$ cat src/rtl/etc_pixel_decoder.sv
// ETC1 / ETC2 individual+differential texel decoder with framebuffer write port.
// Decodes one texel per request, writes it through a ready/enable port and
// pulses write_finish so the block fetcher can advance to the next pixel.
//
// state | meaning
// IDLE  | waiting for a valid request with pixIdx < 16
// DEC1  | base colours, table select, subblock and modifier lookup
// DEC2  | base + modifier with clamp, address computation
// WRITE | wr_en high, hold until wr_ready
// DONE  | one-cycle write_finish, pixel counter advance
// HOLD  | absorb the fetcher's late valid drop
module etc_pixel_decoder #(
  parameter int          IMG_W     = 128,
  parameter int          ADDR_W    = 14,
  parameter int          PIX_TOTAL = 16384,
  parameter logic [23:0] ERR_COLOR = 24'hFF00FF
) (
  input  logic              sclk,
  input  logic              rsrt_n,
  input  logic              valid,
  input  logic [63:0]       block_in,
  input  logic [7:0]        blockX_in,
  input  logic [7:0]        blockY_in,
  input  logic [4:0]        pixIdx_in,
  input  logic              wr_ready,
  output logic              wr_en,
  output logic [ADDR_W-1:0] wr_addr,
  output logic [23:0]       wr_data,
  output logic              write_finish,
  output logic              err_mode,
  output logic              frame_done
);

  localparam int CNT_W = (PIX_TOTAL > 1) ? $clog2(PIX_TOTAL) : 1;

  typedef enum logic [2:0] {
    S_IDLE, S_DEC1, S_DEC2, S_WRITE, S_DONE, S_HOLD
  } state_t;

  state_t state, state_d;

  logic [63:0]      blk_q;
  logic [7:0]       bx_q, by_q;
  logic [3:0]       pix_q;
  logic [23:0]      col_q;
  logic [8:0]       mod_q;
  logic             err_q;
  logic [CNT_W-1:0] pix_cnt;

  logic       accept;
  logic [1:0] px, py;
  logic [5:0] k_lo, k_hi;
  logic [1:0] tidx;
  logic       sub2;
  logic [2:0] tbl;
  logic [7:0] mag;
  logic [8:0] mod_d;
  logic [6:0] sr, sg, sb;
  logic       err_d;
  logic [23:0] col1, col2, col_d;
  logic [23:0] pix_rgb;
  logic [31:0] row_full, col_full, addr_full;

  function automatic logic [6:0] add_delta(input logic [4:0] base, input logic [2:0] d);
    return {2'b00, base} + {{4{d[2]}}, d};
  endfunction

  function automatic logic [7:0] exp5(input logic [4:0] c);
    return {c, c[4:2]};
  endfunction

  function automatic logic [7:0] tbl_val(input logic [2:0] t, input logic sel_b);
    logic [7:0] a, b;
    case (t)
      3'd0:    begin a = 8'd2;  b = 8'd8;   end
      3'd1:    begin a = 8'd5;  b = 8'd17;  end
      3'd2:    begin a = 8'd9;  b = 8'd29;  end
      3'd3:    begin a = 8'd13; b = 8'd42;  end
      3'd4:    begin a = 8'd18; b = 8'd60;  end
      3'd5:    begin a = 8'd24; b = 8'd80;  end
      3'd6:    begin a = 8'd33; b = 8'd106; end
      default: begin a = 8'd47; b = 8'd183; end
    endcase
    return sel_b ? b : a;
  endfunction

  // Signed 10-bit add of an 8-bit channel and a 9-bit signed modifier, clamped to 0..255.
  function automatic logic [7:0] clamp_add(input logic [7:0] c, input logic [8:0] m);
    logic [9:0] s;
    s = {2'b00, c} + {m[8], m};
    if (s[9])      return 8'h00;
    else if (s[8]) return 8'hFF;
    else           return s[7:0];
  endfunction

  assign accept = (state == S_IDLE) && valid && !pixIdx_in[4];

  // Colour selection and modifier lookup from the captured block.
  always_comb begin
    px    = pix_q[1:0];
    py    = pix_q[3:2];
    k_lo  = {2'b00, px, py};
    k_hi  = {2'b01, px, py};
    tidx  = {blk_q[k_hi], blk_q[k_lo]};
    sub2  = blk_q[32] ? py[1] : px[1];
    tbl   = sub2 ? blk_q[36:34] : blk_q[39:37];
    mag   = tbl_val(tbl, tidx[0]);
    mod_d = tidx[1] ? (9'd0 - {1'b0, mag}) : {1'b0, mag};
    sr    = add_delta(blk_q[63:59], blk_q[58:56]);
    sg    = add_delta(blk_q[55:51], blk_q[50:48]);
    sb    = add_delta(blk_q[47:43], blk_q[42:40]);
    err_d = 1'b0;
    if (blk_q[33]) begin
      col1  = {exp5(blk_q[63:59]), exp5(blk_q[55:51]), exp5(blk_q[47:43])};
      col2  = {exp5(sr[4:0]), exp5(sg[4:0]), exp5(sb[4:0])};
      // any channel leaving 0..31 marks a T, H or planar block
      err_d = (sr[6:5] != 2'b00) || (sg[6:5] != 2'b00) || (sb[6:5] != 2'b00);
    end else begin
      col1 = {blk_q[63:60], blk_q[63:60], blk_q[55:52], blk_q[55:52],
              blk_q[47:44], blk_q[47:44]};
      col2 = {blk_q[59:56], blk_q[59:56], blk_q[51:48], blk_q[51:48],
              blk_q[43:40], blk_q[43:40]};
    end
    col_d = sub2 ? col2 : col1;
  end

  // Final texel colour and framebuffer address from the DEC1 registers.
  always_comb begin
    pix_rgb   = {clamp_add(col_q[23:16], mod_q), clamp_add(col_q[15:8], mod_q),
                 clamp_add(col_q[7:0], mod_q)};
    row_full  = {22'd0, by_q, 2'b00} + {30'd0, pix_q[3:2]};
    col_full  = {22'd0, bx_q, 2'b00} + {30'd0, pix_q[1:0]};
    addr_full = row_full * 32'(IMG_W) + col_full;
  end

  // State register.
  always_ff @(posedge sclk or negedge rsrt_n) begin
    if (!rsrt_n) state <= S_IDLE;
    else         state <= state_d;
  end

  // Next-state and handshake outputs.
  always_comb begin
    state_d      = state;
    wr_en        = 1'b0;
    write_finish = 1'b0;
    case (state)
      S_IDLE:  if (accept) state_d = S_DEC1;
      S_DEC1:  state_d = S_DEC2;
      S_DEC2:  state_d = S_WRITE;
      S_WRITE: begin
        wr_en = 1'b1;
        if (wr_ready) state_d = S_DONE;
      end
      S_DONE: begin
        write_finish = 1'b1;
        state_d      = S_HOLD;
      end
      S_HOLD:  state_d = S_IDLE;
      default: state_d = S_IDLE;
    endcase
  end

  // Request capture on the accepting IDLE edge.
  always_ff @(posedge sclk or negedge rsrt_n) begin
    if (!rsrt_n) begin
      blk_q <= '0;
      bx_q  <= '0;
      by_q  <= '0;
      pix_q <= '0;
    end else if (accept) begin
      blk_q <= block_in;
      bx_q  <= blockX_in;
      by_q  <= blockY_in;
      pix_q <= pixIdx_in[3:0];
    end
  end

  // DEC1 pipeline registers.
  always_ff @(posedge sclk or negedge rsrt_n) begin
    if (!rsrt_n) begin
      col_q <= '0;
      mod_q <= '0;
      err_q <= 1'b0;
    end else if (state == S_DEC1) begin
      col_q <= col_d;
      mod_q <= mod_d;
      err_q <= err_d;
    end
  end

  // DEC2 output registers; they stay put through WRITE.
  always_ff @(posedge sclk or negedge rsrt_n) begin
    if (!rsrt_n) begin
      wr_data  <= '0;
      wr_addr  <= '0;
      err_mode <= 1'b0;
    end else if (state == S_DEC2) begin
      wr_data <= err_q ? ERR_COLOR : pix_rgb;
      wr_addr <= addr_full[ADDR_W-1:0];
      if (err_q) err_mode <= 1'b1;
    end
  end

  // Pixel counter and sticky frame completion flag.
  always_ff @(posedge sclk or negedge rsrt_n) begin
    if (!rsrt_n) begin
      pix_cnt    <= '0;
      frame_done <= 1'b0;
    end else if (state == S_DONE) begin
      if (pix_cnt == CNT_W'(PIX_TOTAL - 1)) begin
        pix_cnt    <= '0;
        frame_done <= 1'b1;
      end else begin
        pix_cnt <= pix_cnt + 1'b1;
      end
    end
  end

endmodule

$ cat config.mk
export PLATFORM = sky130hd
export DESIGN_NAME = etc_pixel_decoder
export DESIGN_NICKNAME = d
export VERILOG_FILES = /design/src/rtl/etc_pixel_decoder.sv
export SDC_FILE = /design/constraint.sdc
export NUM_CORES = 1
export LEC_CHECK = 0
export ABC_AREA = 1
export BUFFER_PORTS_ARGS = -buffer_cell sky130_fd_sc_hd__clkbuf_2
export CAP_MARGIN = 10
export CELL_PAD_IN_SITES_DETAIL_PLACEMENT = 0
export CELL_PAD_IN_SITES_GLOBAL_PLACEMENT = 1
export CORE_ASPECT_RATIO = 1.75
export CORE_MARGIN = 10
export CORE_UTILIZATION = 35
export DETAILED_ROUTE_END_ITERATION = 7
export PLACE_DENSITY = 0.66
export SKIP_CTS_REPAIR_TIMING = 1
export SKIP_LAST_GASP = 1
export SYNTH_ARGS = -nofsm -noshare
export SYNTH_HDL_FRONTEND = slang
export SYNTH_SLANG_ARGS = --single-unit
$ cat constraint.sdc
create_clock -name sclk -period 2.2 [get_ports sclk]
set_clock_uncertainty 0.15 [all_clocks]
set_input_delay 0.55 -clock sclk [delete_from_list [all_inputs] [get_ports sclk]]
set_output_delay 0.55 -clock sclk [all_outputs]
set_load 0.01 [all_outputs]
==> impl_metrics.json, run 1 <==
{
  "clock_tree.buffer_depth": 2,
  "die_area_um2": 34600,
  "final_cells": 1839,
  "htree_num_levels": 4,
  "total_cts_buffers": 17,
  "cp_data_required_time_ps": 2350,
  "drt-initial-drc-count": 275,
  "drt-wirelength-per-cell_um": 14.7,
  "insertion_delay_ps": 440,
  "ant_nets": 0,
  "final_cell_area_um2": 12600,
  "worst_slew_pin_slew_ps": 736,
  "critical-path-top-cell-by-count": "nand2_1",
  "postSynthAreaPerCell_um2": 7.81,
  "placement.cell_area_um2": 11400,
  "core_um2": 27100,
  "count_of_mapped_cells_out_of_synthesis": 1226,
  "netlist_area_um2": 9580,
  "cts.root.buffer_cell": "clkbuf_16",
  "worstSetupStartpointType": "register",
  "cp_slowest_cell": "dfrtp_2",
  "globalRouteOverflowTotal": 0,
  "rsz0062_at_grt": "true",
  "ys_seq_area_share_pct": 44.9,
  "synth_seq_cells": 172,
  "cts.reportedPaths.clkPinSlew_ps": 70,
  "setup_viol": 23,
  "total_iterations_of_the_first_detailed_routing_run": 5,
  "maxClockFrequency_mhz": 421,
  "hpwl_mm": 21.0,
  "vias": 8542,
  "route.detailed.drc": 0,
  "failing_checks": "negative setup slack",
  "gr-usage-all-layers_pct": 15.4,
  "yosysUniqueCellTypes": 43,
  "grt_pass1_wl_mm": 43.4,
  "finalHoldWorstSlack_ps": 156,
  "number_of_global_route_vias_before_repair": 8513,
  "dpl.cell_count": 1785,
  "pwr_density_cell_nw_per_um2": 1720,
  "fraction_of_layout_instances_using_a_drive_strength_above_1_pct": 28.0,
  "gp_routability_congestion": 0.902,
  "vdd_drop_max_uv": 752,
  "period_share_pct": 108,
  "floorplan.die.width_um": 145,
  "final.setup.worst_slack_ps": -175,
  "critical_path_class": "reg -> reg",
  "critPathMaxFanout": 4,
  "nets": 1601,
  "timing_hold_violations_final": 0,
  "critical_path.max_stage_delay_ps": 470,
  "place_ws_ps": -291,
  "timing.final.max_slew_violations": 0,
  "worstSetupEndpointType": "register",
  "area_growth_syn_to_layout_pct": 31.0,
  "placement.io_buffers": 127,
  "postRouteWirelength_mm": 27.1,
  "worst_slew_margin_rel_pct": 50.8,
  "initial_utilization_pct": 35.3,
  "finalPower_uw": 21600,
  "io-pin-count": 131,
  "status": "complete, but fails checks",
  "path_cells": "ha_4, fa_2, nand2_1, inv_1, o21ai_1, nand2_1, nand4_1, o211ai_1, xor2_2, buf_4, inv_1, nand2_1, nand2_1, nand3_1",
  "floorplan.rows": 80,
  "p_leak_uw": 0.00651,
  "layout_min_cycle_time_ps": 2380,
  "worst_hold_path_type": "in -> reg",
  "tritoncts": "done",
  "syn_nets": 1369,
  "grt_max_degree": 51,
  "timing.critical_path.arrival_ps": 2530,
  "n_antenna_cell": 0,
  "grt_antenna_before_repair": 0,
  "cap_viol_max_count": 0,
  "floorplan.die.height_um": 239,
  "avgViaCountPerCell": 4.64,
  "cts.sinks": 172,
  "synth.yosys.warnings": 0
}
[layout by cell type, fill, tap and decap left out, types with 11 or more instances in the layout]
| master | netlist | routed |
|---|---|---|
| nor3_1 | 13 | 11 |
| clkbuf_2 | 0 | 126 |
| nand3_1 | 63 | 50 |
| ha_1 | 47 | 40 |
| nand2_2 | 11 | 30 |
| xor2_1 | 19 | 18 |
| o211ai_1 | 14 | 14 |
| o21ai_0 | 106 | 88 |
| buf_4 | 0 | 112 |
| dfrtp_1 | 172 | 167 |
| o21ai_1 | 4 | 18 |
| clkbuf_16 | 0 | 17 |
| nand2_1 | 457 | 430 |
| nor2_1 | 48 | 41 |
| a21oi_1 | 69 | 65 |
| nand3_2 | 3 | 14 |
| inv_1 | 97 | 87 |
[sequential cells by signal, summed over array words and instances, names as in the netlist]
name        cells
blk_q          64
bx_q            8
by_q            5
col_q          24
err_mode        1
err_q           1
frame_done      1
mod_q           9
pix_cnt        14
pix_q           4
state           3
wr_addr        14
wr_data        24
[layer usage]
metal | GRT usage [%] | vias to the layer above | wire, um
li1 | - | 4425 | -
met1 | 16.7 | 3950 | 10900
met2 | 28.7 | 138 | 14700
met3 | 3.43 | 29 | 919
met4 | 5.47 | 0 | 552
met5 | 0 | - | 0
[synth_stat cells (all sizes together)]
master  count  area [um2]
o21a        1        7.51
o211ai     14         105
a31oi       3        18.8
ha         47         588
a21oi      70         354
clkinv      1        3.75
buf        19         101
o31ai       1        7.51
xor2       21         199
nand3      66         345
nor2       52         224
xnor2       7        61.3
o21bai      3        30.0
nand4       5        37.5
o21ai     110         551
fa          7         140
inv       101         379
nand3b      4        30.0
a41oi       1        8.76
nor3       15        91.3
a211oi      5        47.5
or2         4        25.0
dfrtp     172        4300
clkbuf     23        86.3
o22ai       3        18.8
nand2     470        1810
a22oi       1        7.51
[path summary, 6_finish.rpt]
check	startpoint	cells after the start	endpoint	slack [ps]
max in group asynchronous	rsrt_n	3	mod_q[2]	940
min in group asynchronous	rsrt_n	2	wr_data[4]	400
worst max register to register	mod_q[0]	14	wr_data[22]	-180
worst min-delay path	block_in[18]	3	blk_q[18]	160
worst max-delay path	mod_q[0]	14	wr_data[22]	-180
worst min register to register	blk_q[26]	2	blk_q[26]	310
[critical path: cells and delay by family (launching register included)]
family | cells | cell delay [ps]
AOI/OAI and AO/OA | 2 | 230
adders and majority gates | 2 | 540
buffers and inverters | 3 | 240
and+or+nand+nor | 6 | 390
xor gates and xnor gates | 1 | 210
DFF | 1 | 470
[power by group]
part	switching (uW)	internal (uW)	leakage, uW	total [uW]
logic	7300	5620	0.00409	12900
registers	1100	4610	0.00214	5710
clock network	1270	1730	0.000276	3000
[logic make-up after synthesis]
kind of cell	share of synthesized area [%]
xor+xnor	2.72
buf+inv	5.96
flops	44.9
simple gates	26.7
compound gates	12.1
fa+ha+maj	7.60
[through the flow]
step	utilization, %	TNS (ps)
after floorplan	-	-19.1
after global placement	41.9	-4450
after detailed placement	41.9	-5110
after CTS	44.0	-5550
after global routing	46.3	-7320
final	46.3	-2350
[layout make-up]
class,count,area (um2)
repair inverters,1,8.76
repair buffers,253,1700
fillers,2804,14600
well taps,369,462
clock buffers,21,460
multi-input cells,911,5090
flip-flops and latches,172,4310
inverters,102,397
clock inverters,10,115
(Power assumes the default switching activity.)
==> run 2: changes to the inputs <==
- CORE_ASPECT_RATIO: 1.75 -> 0.7
==> run 2 against run 1 <==
Net effect: the run still ends with negative setup slack left; critical path depth decreased by 2; non-clock buffer count decreased by 4; flip-flop and latch count unchanged; combinational power increased by 8%; via count increased by 0.22%; first-iteration DRC count increased by 110%; sequential power about the same; sequential share of layout area decreased by 0.43 points; wire length increased by 4.3%; clock power decreased by 3%; global-route usage increased by 0.65 points; critical path type unchanged; critical endpoint is now wr_data[16]; largest power group unchanged.
==> impl_metrics.json, run 2 (synthesis gave the netlist of run 1 again) <==
{
  "finish.utilization_pct": 47.3,
  "postRouteWirelength_mm": 28.3,
  "cts.reportedPaths.clkPinSlew_ps": 70,
  "biggestRegsByFlops": "blk_q x64, col_q x24, wr_data x24",
  "pwr_density_cell_nw_per_um2": 1770,
  "failing_checks": "negative setup slack",
  "maxClockFrequency_mhz": 410,
  "setup_viol": 25,
  "cap_viol_max_count": 0,
  "avgViaCountPerCell": 4.68,
  "worstSetupEndpointType": "register",
  "total_cts_buffers": 17,
  "hpwl_mm": 20.9,
  "grt_max_degree": 52,
  "gr-max-usage-layer": "met1",
  "finalHoldWorstSlack_ps": 148,
  "ant_nets": 0,
  "timing.final.max_slew_violations": 0,
  "htree_num_levels": 4,
  "floorplan.rows": 50,
  "globalRouteMet2Util_pct": 21.7,
  "flip_flop_count_of_the_largest_register_after_layout": 64,
  "number_of_global_route_vias_before_repair": 8085,
  "area_growth_syn_to_layout_pct": 32.6,
  "worst_hold_path_endpoint": "bx_q[1]",
  "drt-initial-drc-count": 571,
  "n_antenna_cell": 0,
  "dpl.cell_count": 1766,
  "worst_slew_pin_slew_ps": 646,
  "layout_commonest_cell": "nand2_1",
  "gr-usage-all-layers_pct": 16.1,
  "globalRouteOverflowTotal": 0,
  "nets": 1596,
  "grt_pass1_wl_mm": 44.2,
  "grt_antenna_before_repair": 0,
  "worst_reg2reg_setup_slack_ps": -240,
  "cts.sinks": 172,
  "layout_min_cycle_time_ps": 2440,
  "p_leak_uw": 0.00652,
  "initial_utilization_pct": 35.7,
  "placement.io_buffers": 127,
  "period_share_pct": 111,
  "total_iterations_of_the_first_detailed_routing_run": 5,
  "layout_common_cells": "nand2_1 (412), dfrtp_1 (169), clkbuf_2 (126), buf_4 (98), inv_1 (84)",
  "critical_path_class": "reg -> reg",
  "die_area_um2": 34500,
  "use_met1_pct": 25.2,
  "top_register": "blk_q",
  "insertion_delay_ps": 450,
  "reg2reg_from": "mod_q[0]",
  "core_um2": 26800,
  "gp_routability_congestion": 0.867,
  "vias": 8561,
  "floorplan.die.width_um": 218,
  "drt-wirelength-per-cell_um": 15.5,
  "io-pin-count": 131,
  "timing_hold_violations_final": 0,
  "number_of_cells_traversed_by_the_worst_register_to_register_path": 12,
  "route.detailed.drc": 0,
  "final_cells": 1828,
  "worst_hold_path_type": "in -> reg",
  "min_from": "blockX_in[1]",
  "floorplan.die.height_um": 158,
  "worst_slew_margin_rel_pct": 56.9,
  "timing.critical_path.arrival_ps": 2600,
  "fraction_of_layout_instances_using_a_drive_strength_above_1_pct": 30.3,
  "critPathMaxFanout": 4,
  "final.setup.worst_slack_ps": -242,
  "cts.root.buffer_cell": "clkbuf_16",
  "cp_data_required_time_ps": 2360,
  "clock_tree.buffer_depth": 2,
  "status": "complete, but fails checks",
  "r2r-end": "wr_data[16]",
  "vdd_drop_max_uv": 964,
  "tritoncts": "done",
  "use_met3_pct": 3.37,
  "worstSetupStartpointType": "register",
  "rsz0062_at_grt": "true",
  "cell_count_of_the_worst_hold_path": 3
}
==> run 2: cell types whose count changed in the layout (fill, tap and decap cells not counted), sizes merged <==
cell | before | now
inv | 102 | 105
clkbuf | 147 | 145
clkinv | 5 | 2
nand2 | 471 | 470
buf | 126 | 121
clkinvlp | 4 | 7
bufinv | 2 | 1
==> run 2: layout make-up <==
cell class	instances	area, um2
multi-input cells	910	5220
repair buffers	249	1770
clock buffers	18	429
repair inverters	1	11.3
flip-flops and latches	172	4310
inverters	102	398
fillers	2701	14100
well taps	364	455
clock inverters	12	118
==> run 2: per-layer routing <==
layer | vias to the layer above | routed length [um] | part of all wire [%]
met5 | - | 0 | 0
met4 | 0 | 167 | 0.59
met3 | 10 | 1220 | 4.3
met2 | 139 | 11600 | 41
met1 | 3989 | 15300 | 54
li1 | 4423 | - | -
==> run 2: how the worst max path moves through the flow <==
stage	startpoint	slack, ps	end	cells past startpoint
CTS	mod_q[0]	-290	wr_data[23]	11
floorplan	mod_q[0]	-10	wr_data[10]	12
global route	mod_q[0]	-360	wr_data[16]	12
global placement	mod_q[0]	-280	wr_data[22]	13
detailed placement	mod_q[0]	-270	wr_data[23]	11
finish	mod_q[0]	-240	wr_data[16]	12
==> run 2: through the flow <==
| step | setup TNS [ps] | cell area [um2] | setup slack, ps | total power [uW] |
|---|---|---|---|---|
| global placement | -3790 | 11300 | -278 | 16800 |
| detailed placement | -4670 | 11300 | -271 | 16900 |
| global route | -7540 | 12700 | -359 | 24600 |
| floorplan | -19.1 | 9580 | -10.4 | 12700 |
| finish | -3970 | 12700 | -242 | 22500 |
| CTS | -5250 | 11800 | -285 | 19900 |
==> run 2: where the power goes <==
part | switching (uW) | internal [uW] | leakage, uW
clock | 1350 | 1560 | 0.000244
sequential | 1070 | 4600 | 0.00214
combinational | 7940 | 5930 | 0.00413
total | 10400 | 12100 | 0.00652
==> run 2: worst max-delay path, stage by stage (launching register included) <==
cell      delay [ps]
dfrtp_1          430
ha_2             220
fa_2             340
nand2_1           80
inv_2             40
o21ai_2          120
nand2_2           80
nand4_1           90
o211ai_1         150
xor2_2           210
buf_4            160
o21ai_1          160
nand3_1           90
